===== src/rtl/bru_issue_sched.sv =====
// bru_issue_sched: in-order branch-op issue queue that holds each op until both source operands are ready
// Ports: CLK/RSTn clock and async active-low reset; flush discards everything queued or offered;
//   bru_dispat_* is the dispatch handshake (info, rs1, rs2); rf_ready holds per-register written-back flags;
//   bru_exeparam_* is the issue handshake to the BRU; bru_issue_cnt is the queue occupancy.
// Optional feature: define BRU_ISSUE_BYPASS_EN to issue an offered op in its dispatch cycle when the queue is empty.
`ifndef BRU_EXEPARAM_DW
`define BRU_EXEPARAM_DW 32
`endif
`ifndef RB
`define RB 1
`endif
module bru_issue_sched #(
    parameter int DW = `BRU_EXEPARAM_DW,
    parameter int DP = 4,
    parameter int RW = (5 + `RB)
) (
    input  logic                  CLK,
    input  logic                  RSTn,
    input  logic                  flush,
    input  logic                  bru_dispat_vaild,
    input  logic [DW-1:0]         bru_dispat_info,
    input  logic [RW-1:0]         bru_dispat_rs1,
    input  logic [RW-1:0]         bru_dispat_rs2,
    output logic                  bru_dispat_ready,
    input  logic [(2**RW)-1:0]    rf_ready,
    output logic                  bru_exeparam_vaild,
    output logic [DW-1:0]         bru_exeparam,
    input  logic                  bru_exeparam_ready,
    output logic [$clog2(DP):0]   bru_issue_cnt
);
    localparam int AW = $clog2(DP);
    logic [AW:0]   wp_q, wp_d, rp_q, rp_d;
    logic [DW-1:0] info_q [DP];
    logic [DW-1:0] info_d [DP];
    logic [RW-1:0] rs1_q [DP];
    logic [RW-1:0] rs1_d [DP];
    logic [RW-1:0] rs2_q [DP];
    logic [RW-1:0] rs2_d [DP];
    logic [AW-1:0] head, tail;
    logic          empty, full, issuable, push, pop, byp;
    assign head     = rp_q[AW-1:0];
    assign tail     = wp_q[AW-1:0];
    assign empty    = wp_q == rp_q;
    assign full     = (head == tail) && (wp_q[AW] != rp_q[AW]);
    assign issuable = ~empty & rf_ready[rs1_q[head]] & rf_ready[rs2_q[head]];
    assign bru_dispat_ready = ~full & ~flush;
    assign bru_issue_cnt    = wp_q - rp_q;
`ifdef BRU_ISSUE_BYPASS_EN
    // An offered op with ready operands can go straight to the BRU while the queue is empty.
    assign byp = empty & bru_dispat_vaild & rf_ready[bru_dispat_rs1] & rf_ready[bru_dispat_rs2];
`else
    assign byp = 1'b0;
`endif
    assign bru_exeparam_vaild = (issuable | byp) & ~flush;
    assign bru_exeparam       = byp ? bru_dispat_info : info_q[head];
    assign pop  = bru_exeparam_vaild & bru_exeparam_ready & ~empty;
    // A bypassed op that the BRU takes immediately is never written into the queue.
    assign push = bru_dispat_vaild & bru_dispat_ready & ~(byp & bru_exeparam_ready);
    always_comb begin
        info_d = info_q;
        rs1_d  = rs1_q;
        rs2_d  = rs2_q;
        if (push) begin
            info_d[tail] = bru_dispat_info;
            rs1_d[tail]  = bru_dispat_rs1;
            rs2_d[tail]  = bru_dispat_rs2;
        end
        wp_d = flush ? '0 : wp_q + {{AW{1'b0}}, push};
        rp_d = flush ? '0 : rp_q + {{AW{1'b0}}, pop};
    end
    always_ff @(posedge CLK or negedge RSTn) begin
        if (!RSTn) begin
            wp_q   <= '0;
            rp_q   <= '0;
            info_q <= '{default: '0};
            rs1_q  <= '{default: '0};
            rs2_q  <= '{default: '0};
        end else begin
            wp_q   <= wp_d;
            rp_q   <= rp_d;
            info_q <= info_d;
            rs1_q  <= rs1_d;
            rs2_q  <= rs2_d;
        end
    end
endmodule


===== config.mk =====
export PLATFORM = sky130hd
export DESIGN_NAME = bru_issue_sched
export DESIGN_NICKNAME = d
export VERILOG_FILES = /design/src/rtl/bru_issue_sched.sv
export SDC_FILE = /design/constraint.sdc
export NUM_CORES = 1
export LEC_CHECK = 0
export ABC_AREA = 0
export CORE_ASPECT_RATIO = 0.5
export CORE_MARGIN = 4
export CORE_UTILIZATION = 45
export DETAILED_ROUTE_END_ITERATION = 10
export PLACE_DENSITY_LB_ADDON = 0.12
export SYNTH_ARGS = -nofsm -noshare
export SYNTH_HDL_FRONTEND = slang
export SYNTH_SLANG_ARGS = --single-unit

===== constraint.sdc =====
create_clock -name CLK -period 3.6 [get_ports CLK]
set_input_delay 0.54 -clock CLK [delete_from_list [all_inputs] [get_ports CLK]]
set_output_delay 0.54 -clock CLK [all_outputs]
set_load 0.02 [all_outputs]

==> impl_metrics.env <==
export IMPL_diodes=0
export IMPL_crit_end="bru_exeparam_vaild"
export IMPL_mostFrequentLayoutCells="183 x mux2_2, 180 x dfrtp_1, 146 x clkdlybuf4s50_1"
export IMPL_clock_sinks=182
export IMPL_drv_slew=0
export IMPL_cts_tree="built"
export IMPL_r2r_start="rp_q[0]"
export IMPL_numCtsBuffers=17
export IMPL_cp_cell_sequence="mux4_2 -> mux2i_1 -> mux4_2 -> a211oi_1 -> buf_4 -> o211ai_2 -> nor3_2 -> buf_4"
export IMPL_worstSetupPathType="flop to output pin"
export IMPL_finalHoldViolCount=0
export IMPL_coreArea_sq_mm=0.01977
export IMPL_die_h_um=109.2
export IMPL_rows=36
export IMPL_layout_cells_non_filler=1057
export IMPL_slew_limit_headroom=0.5275
export IMPL_r2r_cells=11
export IMPL_port_buffers=149
export IMPL_crit_path_end_kind="output pin"
export IMPL_area_growth_pct=28.64
export IMPL_grt_max_degree=75
export IMPL_fin_crit_sh=0.9853
export IMPL_syn_area_sq_mm=0.009213
export IMPL_drc=0
export IMPL_ys_seq_area_frac=0.4944
export IMPL_die_w_um=210.4
export IMPL_first_pass_iters=5
export IMPL_holdCritPathClass="primary input to asynchronous set/reset pin"
export IMPL_slowest_delay_ps=630
export IMPL_synth_edf_count=0
export IMPL_worstSetupStartpointType="flop"
export IMPL_routabilityCongestion=0.8257
export IMPL_dpl_hpwl_um=15680
export IMPL_grt_pass1_vias=6468
export IMPL_netlist_instances=613
export IMPL_die_area_sq_mm=0.02297
export IMPL_fmax_ghz=0.2819
export IMPL_cap_violations=0
export IMPL_placedCellCount=1023
export IMPL_grt_overflow_total=0
export IMPL_worstPathArrival_ps=3010
export IMPL_start_util=0.4659
export IMPL_ant_nets=0
export IMPL_clkTransAtPathRegs_ps=70
export IMPL_layout_drive_gt1_share=0.3932
export IMPL_fin_total_pwr_mw=6.280
export IMPL_wl_per_cell_um=21.20
export IMPL_initialDrtViolationCount=333
export IMPL_critPathBufInv=2
export IMPL_worst_r2r_setup_slack_ps=220
export IMPL_synthArstFlopShare=1.000
export IMPL_yosysWarnings=0
export IMPL_h_tree_depth=4
export IMPL_min_period_ps=3547
export IMPL_synth_cell_type_count=39
export IMPL_antenna_found_initial=0
export IMPL_synth_area_per_cell_sq_um=15.03
export IMPL_worst_slack_ps=52.99
export IMPL_critPathSlowestCell="mux4_2"
export IMPL_finalClockSkew_ps=9.043
export IMPL_ys_top_cells_by_area="dfrtp_1 49%, mux2_2 22%, mux4_2 11%, mux2i_1 6.7%, mux4_1 1.1%"
export IMPL_clockBufferDepth=2
export IMPL_cpLargestDelayFamily="multiplexers"
export IMPL_grt_use_total=0.2027
export IMPL_clockRootBuffer="clkbuf_16"
export IMPL_ys_ff_latch=182
export IMPL_cp_max_fo=6
export IMPL_ys_dominant_reg_cell="dfrtp_1"
export IMPL_grt_pass1_wl_um=36270
export IMPL_cp_startpoint="rp_q[0]"
export IMPL_grt_setup_unrepaired="yes"
export IMPL_tns_ps=0
export IMPL_final_common_cell="mux2_2"
export IMPL_worst_pin_slew_ps=708.7
export IMPL_final_core_util=0.5993
export IMPL_power_density_mw_per_mm2=529.9
export IMPL_pin_count=150
export IMPL_totalWireLength_um=22410
export IMPL_p_leak_nw=5.154
export IMPL_status="finished, final reports clean"
export IMPL_crit_cells=8
export IMPL_required_ps=3060
export IMPL_vdd_ir_drop_max_uv=283.5
export IMPL_r2r_end="rp_q[1]"
export IMPL_via_per_inst=5.624
export IMPL_yosys_area_top_type="dfrtp_1"
export IMPL_fin_nets=898
export IMPL_vias=5945
export IMPL_synthesis_nets=733
export IMPL_insertion_delay_ps=420
export IMPL_setup_violations=0
export IMPL_fillers=1601
export IMPL_yosys_area_top_type_share=0.4944
export IMPL_place_ws_ps=-44.10
==> layout make-up <==
type | count | area (sq um) | area share
repair buffers | 185 | 1892 | 0.1596
flip-flops and latches | 182 | 4559 | 0.3847
well taps | 266 | 332.8 | 0.02808
inverters | 10 | 37.54 | 0.003167
multi-input cells | 382 | 4461 | 0.3764
clock inverters | 12 | 102.6 | 0.008657
clock buffers | 20 | 466.7 | 0.03938
==> state kept, by name (all words and copies together) (netlist names) <==
signal,count
info_q,128
rs1_q,24
rs2_q,24
rp_q,3
wp_q,3
==> cells in the mapped netlist (all sizes together), types with 2 or more instances <==
master and instances:
o211ai 3, nand2 11, a21oi 5, nand3 7, nor2b 8, clkbuf 21, nor2 7, mux4 51
mux2 183, inv 10, nand2b 2, xnor2 4, o2111ai 2, a211oi 2, a22oi 6, nor3 6
mux2i 62, dfrtp 182, buf 18, a31oi 4, nand4 2, ha 6
==> layer usage <==
metal  vias up  global-route usage  wire length (um)
met5         -                   0                 0
met1      3144              0.2941             10930
met4         0             0.04421               221
li1       2656                   -                 -
met3        14             0.04283               914
met2       131              0.3190             10340
==> cells by family (layout without fill, tap and decap cells) <==
kind of cell,Yosys count,after routing,synth area share
adders and majority gates,7,7,0.01032
xor gates and xnor gates,4,4,0.003802
buffers and inverters,49,227,0.02472
and+or+nand+nor,47,47,0.02730
DFF,182,182,0.4944
AOI/OAI and AO/OA,28,28,0.02214
muxes,296,296,0.4174
==> worst min-delay path by stage <==
stage / end / slack (ps) / depth (start not counted)
finish: info_q[7] / 140 / 1
global route: info_q[103] / 190 / 1
CTS: info_q[8] / 170 / 1
detailed placement: info_q[11] / 490 / 1
global placement: info_q[0] / 480 / 1
floorplan: info_q[0] / 240 / 0
==> repair_timing <==
| action | CTS | global route |
|---|---|---|
| resized for setup | 11 | 4 |
| hold buffers | 0 | 0 |
| endpoints found under the setup margin | 1 | 3 |
| buffers inserted | 2 | 0 |
| pin swaps | 0 | 2 |
==> metrics by stage <==
step / hold WS [ps] / cell area (sq um)
after global routing: 190.1 / 11850
after detailed placement: 488.0 / 11240
after global placement: 482.0 / 11240
final: 140.7 / 11850
after floorplan: 244.4 / 9213
after CTS: 165.2 / 11840
==> power by group <==
group	total (mW)	switching [mW]	internal (mW)
Clock	1.79	0.782	1.01
Combinational	1.81	0.753	1.06
Sequential	2.68	0.210	2.47
Total	6.28	1.75	4.53
No activity file was read; power rests on OpenSTA's default activity.
